===== src/rtl/clock_pkg.sv =====
// rtl/clock_pkg.sv - shared phase encodings, monitor states and phase helper
package clock_pkg;

    localparam logic [0:3] PH0 = 4'b1000;
    localparam logic [0:3] PH1 = 4'b0100;
    localparam logic [0:3] PH2 = 4'b0010;
    localparam logic [0:3] PH3 = 4'b0001;

    typedef enum logic [1:0] {
        UNLOCKED,
        LOCKING,
        LOCKED,
        FAULT
    } mon_state_t;

    // Rotate right in [0:3] order, so PH3 wraps back to PH0.
    function automatic logic [0:3] next_phase(input logic [0:3] ph);
        return {ph[3], ph[0:2]};
    endfunction

endpackage


===== src/rtl/clock_phase_monitor_if.sv =====
// rtl/clock_phase_monitor_if.sv - phase bus input and monitor status bundle
interface clock_phase_monitor_if #(
    parameter int CNT_W = 16
);
    logic [0:3]       phase_in;
    logic             clear_err;
    logic [1:0]       cur_phase;
    logic             phase_strobe;
    logic             locked;
    logic [CNT_W-1:0] rev_count;
    logic             err_onehot;
    logic             err_order;
    logic             err_stall;

    modport master (
        output phase_in, clear_err,
        input  cur_phase, phase_strobe, locked, rev_count,
               err_onehot, err_order, err_stall
    );

    modport slave (
        input  phase_in, clear_err,
        output cur_phase, phase_strobe, locked, rev_count,
               err_onehot, err_order, err_stall
    );
endinterface


===== src/rtl/phase_decode.sv =====
// rtl/phase_decode.sv - one-hot phase vector to index plus valid flag
module phase_decode
    import clock_pkg::*;
(
    input  logic [0:3] onehot,
    output logic [1:0] idx,
    output logic       valid
);

    always_comb begin
        idx   = 2'd0;
        valid = 1'b1;
        case (onehot)
            PH0:     idx = 2'd0;
            PH1:     idx = 2'd1;
            PH2:     idx = 2'd2;
            PH3:     idx = 2'd3;
            default: valid = 1'b0;
        endcase
    end

endmodule


===== src/rtl/clock_phase_monitor.sv =====
// rtl/clock_phase_monitor.sv - four-phase clock bus checker with lock tracking
module clock_phase_monitor
    import clock_pkg::*;
#(
    parameter int LOCK_REVS = 2,
    parameter int MAX_HOLD  = 16,
    parameter int CNT_W     = 16
) (
    input logic                 clk,
    input logic                 resetn,
    clock_phase_monitor_if.slave mon
);

    localparam int HOLD_W = $clog2(MAX_HOLD + 1);
    localparam int LOCK_W = (LOCK_REVS > 1) ? $clog2(LOCK_REVS) : 1;
    localparam logic [HOLD_W-1:0] HOLD_SAT  = HOLD_W'(MAX_HOLD);
    localparam logic [HOLD_W-1:0] HOLD_LIM  = HOLD_W'(MAX_HOLD - 1);
    localparam logic [LOCK_W-1:0] LOCK_LAST = LOCK_W'(LOCK_REVS - 1);

    logic [0:3]        samp, prev, prev_n;
    mon_state_t        state, state_n;
    logic [HOLD_W-1:0] hold_cnt, hold_n;
    logic [LOCK_W-1:0] lock_cnt, lock_n;
    logic [1:0]        cur_phase, cur_n;
    logic              phase_strobe, strobe_n;
    logic [CNT_W-1:0]  rev_count, rev_n;
    logic              err_onehot, err_order, err_stall;
    logic              oh_n, ord_n, st_n;
    logic              new_oh, new_ord, new_st;
    logic [1:0]        samp_idx;
    logic              samp_valid;

    phase_decode u_decode (
        .onehot (samp),
        .idx    (samp_idx),
        .valid  (samp_valid)
    );

    always_comb begin
        prev_n   = prev;
        state_n  = state;
        hold_n   = hold_cnt;
        lock_n   = lock_cnt;
        cur_n    = cur_phase;
        strobe_n = 1'b0;
        rev_n    = rev_count;
        new_oh   = 1'b0;
        new_ord  = 1'b0;
        new_st   = 1'b0;

        if (state == UNLOCKED) begin
            hold_n = '0;
            if (samp_valid) begin
                prev_n  = samp;
                cur_n   = samp_idx;
                lock_n  = '0;
                state_n = LOCKING;
            end
        end else if (samp == prev) begin
            // hold_cnt counts repeats after the accepting sample, so the
            // phase has persisted hold_cnt + 2 samples once this one lands.
            hold_n = (hold_cnt == HOLD_SAT) ? hold_cnt : hold_cnt + 1'b1;
            new_st = (hold_cnt >= HOLD_LIM);
        end else begin
            hold_n = '0;
            if (!samp_valid) begin
                new_oh = 1'b1;
            end else if (samp != next_phase(prev)) begin
                new_ord = 1'b1;
            end else if (state != FAULT) begin
                prev_n   = samp;
                cur_n    = samp_idx;
                strobe_n = 1'b1;
                if (samp == PH0) begin
                    if (state == LOCKING) begin
                        if (lock_cnt == LOCK_LAST) state_n = LOCKED;
                        else                       lock_n  = lock_cnt + 1'b1;
                    end else begin
                        rev_n = rev_count + 1'b1;
                    end
                end
            end
        end

        oh_n  = (err_onehot & ~mon.clear_err) | new_oh;
        ord_n = (err_order  & ~mon.clear_err) | new_ord;
        st_n  = (err_stall  & ~mon.clear_err) | new_st;

        // A fresh error wins over clear_err so the fault is never lost.
        if (new_oh || new_ord || new_st) begin
            state_n = FAULT;
        end else if (state == FAULT && mon.clear_err) begin
            state_n = UNLOCKED;
            prev_n  = '0;
            hold_n  = '0;
        end
    end

    always_ff @(posedge clk) begin
        if (!resetn) begin
            samp         <= '0;
            prev         <= '0;
            state        <= UNLOCKED;
            hold_cnt     <= '0;
            lock_cnt     <= '0;
            cur_phase    <= '0;
            phase_strobe <= 1'b0;
            rev_count    <= '0;
            err_onehot   <= 1'b0;
            err_order    <= 1'b0;
            err_stall    <= 1'b0;
        end else begin
            samp         <= mon.phase_in;
            prev         <= prev_n;
            state        <= state_n;
            hold_cnt     <= hold_n;
            lock_cnt     <= lock_n;
            cur_phase    <= cur_n;
            phase_strobe <= strobe_n;
            rev_count    <= rev_n;
            err_onehot   <= oh_n;
            err_order    <= ord_n;
            err_stall    <= st_n;
        end
    end

    assign mon.cur_phase    = cur_phase;
    assign mon.phase_strobe = phase_strobe;
    assign mon.locked       = (state == LOCKED);
    assign mon.rev_count    = rev_count;
    assign mon.err_onehot   = err_onehot;
    assign mon.err_order    = err_order;
    assign mon.err_stall    = err_stall;

endmodule


===== src/flat_wrapper.sv =====
// flat-port wrapper written by rule: the top's interface ports become plain ports
module clock_phase_monitor_flat import clock_pkg::*;
#(
    parameter int LOCK_REVS = 2,
    parameter int MAX_HOLD  = 16,
    parameter int CNT_W     = 16
)
  (clk, resetn, mon_phase_in, mon_clear_err, mon_cur_phase, mon_phase_strobe, mon_locked, mon_rev_count, mon_err_onehot, mon_err_order, mon_err_stall);
  clock_phase_monitor_if #(.CNT_W(CNT_W)) mon_i ();
  input logic clk;
  input logic resetn;
  input wire logic [$bits(mon_i.phase_in)-1:0] mon_phase_in;
  input wire logic [$bits(mon_i.clear_err)-1:0] mon_clear_err;
  output wire logic [$bits(mon_i.cur_phase)-1:0] mon_cur_phase;
  output wire logic [$bits(mon_i.phase_strobe)-1:0] mon_phase_strobe;
  output wire logic [$bits(mon_i.locked)-1:0] mon_locked;
  output wire logic [$bits(mon_i.rev_count)-1:0] mon_rev_count;
  output wire logic [$bits(mon_i.err_onehot)-1:0] mon_err_onehot;
  output wire logic [$bits(mon_i.err_order)-1:0] mon_err_order;
  output wire logic [$bits(mon_i.err_stall)-1:0] mon_err_stall;
  assign mon_i.phase_in = mon_phase_in;
  assign mon_i.clear_err = mon_clear_err;
  assign mon_cur_phase = mon_i.cur_phase;
  assign mon_phase_strobe = mon_i.phase_strobe;
  assign mon_locked = mon_i.locked;
  assign mon_rev_count = mon_i.rev_count;
  assign mon_err_onehot = mon_i.err_onehot;
  assign mon_err_order = mon_i.err_order;
  assign mon_err_stall = mon_i.err_stall;
  clock_phase_monitor #(.LOCK_REVS(LOCK_REVS), .MAX_HOLD(MAX_HOLD), .CNT_W(CNT_W)) u_core (.clk(clk), .resetn(resetn), .mon(mon_i));
endmodule

===== config.mk =====
export PLATFORM = sky130hd
export DESIGN_NAME = clock_phase_monitor_flat
export DESIGN_NICKNAME = d
export VERILOG_FILES = /design/src/rtl/clock_pkg.sv /design/src/rtl/clock_phase_monitor_if.sv /design/src/rtl/phase_decode.sv /design/src/rtl/clock_phase_monitor.sv /design/src/flat_wrapper.sv
export SDC_FILE = /design/constraint.sdc
export NUM_CORES = 1
export LEC_CHECK = 0
export ABC_AREA = 0
export CORE_MARGIN = 1
export CORE_UTILIZATION = 49
export CTS_CLUSTER_SIZE = 30
export DETAILED_ROUTE_END_ITERATION = 6
export PLACE_DENSITY_LB_ADDON = 0.2
export SLEW_MARGIN = 5
export SYNTH_ARGS = -nofsm -noshare
export SYNTH_HDL_FRONTEND = slang
export SYNTH_SLANG_ARGS = --single-unit

===== constraint.sdc =====
create_clock -name clk -period 1.8 [get_ports clk]
set_input_delay 0.27 -clock clk [delete_from_list [all_inputs] [get_ports clk]]
set_output_delay 0.27 -clock clk [all_outputs]
set_load 0.01 [all_outputs]

; ---- Yosys cells after proc, flatten, opt, wreduce, memory -nomap -nowiden
; Index checks and enable logic that the tools add are counted.
[word_totals]
ff_bits = 38
output_inout_bits = 23
word_cells = 112
[classes]
reduce_logical = 18
eq_ne = 15
n_lt_le_gt_ge = 1
n_bitwise = 13
n_addsub = 3
n_mux = 51
[ops]
columns = cell, count
row1 = $mux W2, 17
row2 = $mux W4, 8
row3 = $mux W5, 5
row4 = $mux W1, 20
row5 = $add A16 B1 Y16 const B, 1
row6 = $reduce_bool A4 Y1, 4
row7 = $reduce_and A7 Y1, 2
row8 = $ne A4 B3 Y1 const B, 2
row9 = $not A1 Y1, 7
row10 = $pmux W2 S3, 1
row11 = $reduce_and A6 Y1, 1
row12 = $reduce_bool A2 Y1, 3
row13 = $add A5 B1 Y5 const B, 1
row14 = $eq A5 B5 Y1 const B, 1
row15 = $ge A5 B4 Y1 const B, 1
row16 = $reduce_or A5 Y1, 1
row17 = $eq A2 B2 Y1 const B, 2
row18 = $eq A4 B1 Y1 const B, 1
row19 = $eq A4 B2 Y1 const B, 1
row20 = $eq A4 B3 Y1 const B, 1
row21 = $eq A4 B4 Y1, 1
row22 = $eq A4 B4 Y1 const B, 1
row23 = $ne A2 B1 Y1 const B, 2
row24 = $ne A4 B4 Y1, 1
row25 = other kinds (11), 16

; ---- Logic depth before layout (Yosys ltp)
[logic_depth]
depth_word = 10
ltp_mapped = 8
ltp_nobuf = 7

; ---- Hierarchy
; From an unflattened synthesis, not the netlist that was laid out.
[unflattened]
hier_cells = 223
area_unflattened_um2 = 2013.2
[modules_own_cells]
columns = mod, area_per_inst_um2, instances, cells_each
row1 = clock_phase_monitor, 1959.4, 1, 215
row2 = phase_decode, 53.8, 1, 8

; ---- Worst setup path before layout
; No wires, ideal clock.
[synth_timing]
kind = flip-flop to flip-flop
from = reg u_core.samp[1] (netlist name)
to = reg u_core.state[0]
stages_incl_launch_ff = 8
n_path_buf = 2
synth_period_minus_slack_ns = 1.966
setup_time_ns = 0.117
arrival_time_ns = 1.849
slack_ns = -0.166
path_cell_list = dfxtp_1 -> buf_2 -> xnor2_1 -> and4_1 -> buf_2 -> nand2_1 -> or4_1 -> a32o_1
[synth_via]
elab_chain_len = 10
[synth_rtl]
columns = item, line_no
row1 = "start, declared", clock_phase_monitor.sv:20  ; logic [0:3] samp, prev, prev_n;
row2 = "start signal, assigned", clock_phase_monitor.sv:113  ; samp <= mon.phase_in;
row3 = $eq A4 B1 Y1 (tied with other cells), phase_decode.sv:13  ; case (onehot)
row4 = $reduce_or A4 Y1 (no line), -
row5 = $mux W1, phase_decode.sv:13
row6 = $mux W1, clock_phase_monitor.sv:66  ; if (!samp_valid) begin
row7 = $mux W1, clock_phase_monitor.sv:59  ; end else if (samp == prev) begin
row8 = $mux W1, clock_phase_monitor.sv:51  ; if (state == UNLOCKED) begin
row9 = $logic_or A1 B1 Y1 (2 in a row), clock_phase_monitor.sv:90  ; if (new_oh || new_ord || new_st) begin
row10 = $ne A4 B3 Y1 (no line) (tied with other cells), -
row11 = $reduce_and A7 Y1 (no line), -
row12 = "end signal, assigned", clock_phase_monitor.sv:115  ; state <= state_n;
row13 = "end, declared", clock_phase_monitor.sv:21  ; mon_state_t state, state_n;
; Parallel ways exist; a longest one is shown, timed or not.
; A chain may end at the register's enable or synchronous reset.

; ---- Worst setup path after layout
[layout_timing]
from = reg u_core.samp[2] (netlist name)
to = reg u_core.rev_count[9] (netlist: u_core.mon.rev_count[9])
[layout_via]
elab_chain_len = 4
[layout_rtl]
columns = item, line_no
row1 = $eq A4 B1 Y1 (tied with other cells), phase_decode.sv:13
row2 = $reduce_or A4 Y1 (no line), -
row3 = $mux W1, phase_decode.sv:13
row4 = $reduce_and A7 Y1 (no line) *, -
row5 = "end signal, assigned", clock_phase_monitor.sv:120  ; rev_count <= rev_n;
row6 = "end, declared", clock_phase_monitor.sv:26  ; logic [CNT_W-1:0] rev_count, rev_n;
; Every way passes the cells marked *; elsewhere a longest branch is shown, timed or not.

==> summary.txt <==
Routing
  • Final WL: between 7 and 8 mm
  • Vias per Instance: approximately 6.1
  • DRC Markers: 0
  • Post-route ant nets: 0
  • DRT Pass-1 Iters: 4
  • Wire length per cell: about 19 um
  • Routed via count: roughly 2400
  • 1st-iter DRT viols: 186

Logic synthesis
  • Ys async rst share: 0%
  • Post-Syn Area: 0.00207 mm2
  • Top cells by area, synth: dfxtp_1 37%, xnor2_1 5.9%, nand2_1 4.4%
  • Yosys cell types: 49
  • Syn. warnings: 0
  • Main combinational cell family by area after synthesis: simple AND/OR/NAND/NOR gates
  • Leading area contributor after synthesis: dfxtp_1
  • Cell count after synthesis: 244
  • Ys flop type: dfxtp_1
  • Syn nets: between 200 and 300
  • Compound-Gate Fraction of Synth Area: between 10% and 20%
  • Sequential fraction of the synthesis area: 36.8%
  • EDFF count, synth: 0
  • Post-synthesis mux area share: approximately 2%
  • Synth top area share: between 30% and 40%
  • FF+latch count, synth: 38
  • XOR/XNOR share of the synthesized area: between 8 and 9%
  • Mean Syn Cell Area: roughly 8.5 um2
  • Simple-Gate Fraction of Synth Area: 28.7%
  • Adder-cell share of the synthesized area: 2.42%

Placement
  • I/O Buffers: 29
  • Routability cong.: roughly 0.84
  • Post-Place Setup Slack: -245 ps
  • Hpwl dp: between 3 and 4 mm
  • Dpl cells: between 300 and 400

Worst hold path
  • Worst min-delay path startpoint: u_core.mon.rev_count[15]
  • Worst hold stages: 2
  • Sink of the worst hold path: u_core.mon.rev_count[15]
  • Class of the worst hold path: reg2reg

Layout
  • Fraction of layout cells with a size suffix above 1: between 30% and 40%
  • Area Overhead vs Synth: 63.3%
  • Commonest non-fill, non-tap cell in the layout: buf_4
  • Antenna diode count: 0
  • NumNets Final: about 350
  • Commonest non-fill, non-tap cells in the layout: 58 x buf_4, 30 x dfxtp_1, 29 x clkdlybuf4s50_1, 22 x nand2_1, 21 x nor2_1
  • Final non-filler cell total: a little under 400

Worst setup path
  • Critical path cell sequence: or4b_4 -> a41oi_4 -> nand3_4 -> buf_4 -> or3_1 -> a21oi_1
  • RR Endpoint: u_core.mon.rev_count[9]
  • FF-to-FF setup slack: -280 ps
  • Worst setup EP type: flip-flop
  • Critical path buffers and inverters: 1
  • Startpoint types: flip-flop
  • Worst Path Required: 2040 ps
  • CP Max Fanout: 6
  • CP startpoint: u_core.samp[2]
  • CP max stage delay: roughly 570 ps
  • R2R Path Start: u_core.samp[2]
  • CP max-delay cell: or4b_4
  • Worst r2r path cells: 6
  • Kind of critical path: reg2reg
  • Top Family by Delay on Critical Path: simple AND/OR/NAND/NOR gates
  • WP depth: 6
  • Critical path data arrival time: ~2300 ps

STA
  • Skew final: slightly above 9 ps
  • Fin Hold WS: 495 ps
  • Final Max Tran Viols: 0
  • Tmin final: about 2100 ps
  • Rel. slew slack: between 60% and 70%
  • Final Hold Fails: 0
  • Maximum clock rate: 481 MHz
  • RSZ-0062 raised after global routing: yes
  • Setup WS post-layout: -279 ps
  • Worst slew pin tran: around 530 ps
  • Period utilization: 115%
  • Final Setup Violations: 26

Pwr
  • Pwr/cell area: ~1200 mW/mm2
  • Tot Pwr: 4100 uW
  • Worst VDD drop: roughly 1.0 mV
  • P_leak: around 0.0013 uW

Clock tree
  • Clk sinks: 38
  • CTS Buf Count: 5
  • Hold buffers post-CTS: 0
  • TritonCTS clock tree: yes
  • Longest Clk Path Bufs: 2
  • Clock Pin Slew Worst Setup and Hold Paths: about 80 ps
  • CTS H-tree lvls: 2
  • Root Buffer: clkbuf_8
  • Clk Latency, worst-skew pair: approximately 300 ps

Global routing
  • GR Overflow Total: 0
  • Pin count of the biggest net entering global routing: 19
  • GRT Util Overall: 26.0%
  • Initial antenna violation count: 0
  • Number of global-route vias before repair: approximately 1900
  • First-pass GRT wire length: 8.69 mm

Floorplanning
  • Chip Width: between 60 and 70 um
  • Core area: 0.00403 mm2
  • Die Area: 0.00448 mm2
  • Die height: about 67 um
  • Io pins: 30
  • FP Rows: 23
  • Initial Util: slightly above 50%

Outcome
  • Violated checks: setup timing
  • Outcome: finished, violations left

Run
  • Max Cap Viol: 0
-- area by class of cell --
class,instances,area [um2]
clock buffers,5,68.8
clock inverters,3,40.0
fillers,230,651
inverters,7,26.3
multi-input cells,188,1580
flip-flops and latches,38,781
well taps,50,62.6
repair buffers,95,820
-- per-stage QoR --
stage / setup TNS [ps] / util [%] / cell area [um2]
floorplan: -295 / - / 2110
global placement: -2210 / 68.1 / 2740
detailed placement: -3100 / 68.1 / 2740
CTS: -1570 / 73.9 / 2980
global route: -4660 / 83.9 / 3380
finish: -3380 / 83.9 / 3380
-- logic make-up after synthesis --
logic type / count (synthesis)
AO/OA/AOI/OAI: 51
adder cells (fa/ha/maj): 4
AND/OR/NAND/NOR: 109
flip-flops: 38
multiplexers: 4
XOR/XNOR: 19
buffers and inverters: 19
-- power breakdown --
part | switching, uW | internal, uW
combinational | 1120 | 1080
sequential | 196 | 965
clock | 331 | 408
total | 1650 | 2460
-- how the worst max path moves through the flow --
stage / to
2_1_floorplan: u_core.mon.rev_count[11]
3_3_place_gp: u_core.prev[0]
3_5_place_dp: u_core.state[0]
4_1_cts: u_core.mon.rev_count[13]
5_1_grt: u_core.mon.rev_count[9]
6_report: u_core.mon.rev_count[9]
-- worst reg2reg max path, stage by stage, from the launching register on --
cell and delay [ps]:
dfxtp_4 370, or4b_4 570, a41oi_4 280, nand3_4 140, buf_4 160, or3_1 350, a21oi_1 140
-- registers in the layout (all words and copies together), names as in the netlist --
register and flops:
u_core.mon.err_order 1, u_core.mon.rev_count 16, u_core.mon.err_stall 1, u_core.mon.phase_strobe 1, u_core.hold_cnt 5, u_core.lock_cnt 1, u_core.state 2, u_core.mon.cur_phase 2
u_core.prev 4, u_core.mon.err_onehot 1, u_core.samp 4
-- layer usage --
| layer | vias to the layer above | share of wire (%) | track usage, % |
|---|---|---|---|
| met4 | 0 | 5.4 | 12.5 |
| met5 | - | 0 | 0 |
| met2 | 96 | 51 | 46.2 |
| li1 | 1075 | - | - |
| met3 | 41 | 5.7 | 5.14 |
| met1 | 1152 | 38 | 29.4 |
-- synth_stat cells (all sizes together), types with 4 or more instances --
cell type,count
xnor2,14
or2,5
dfxtp,38
nand2,24
ha,4
or4,5
a2111oi,4
a21oi,15
o31ai,4
or3,6
xor2,5
o21ai,6
buf,7
and2,8
nand4,8
inv,6
clkbuf,5
and3,6
nor3,7
nor2,24
nand3,4
-- timing repair --
item                                    4_1_cts  5_1_grt
pin swaps                                     7       18
gates resized for setup                      25       52
endpoints found under the setup margin       25       30
gates cloned                                  0        1
setup buffers                                 4       15
(Power assumes the default switching activity.)
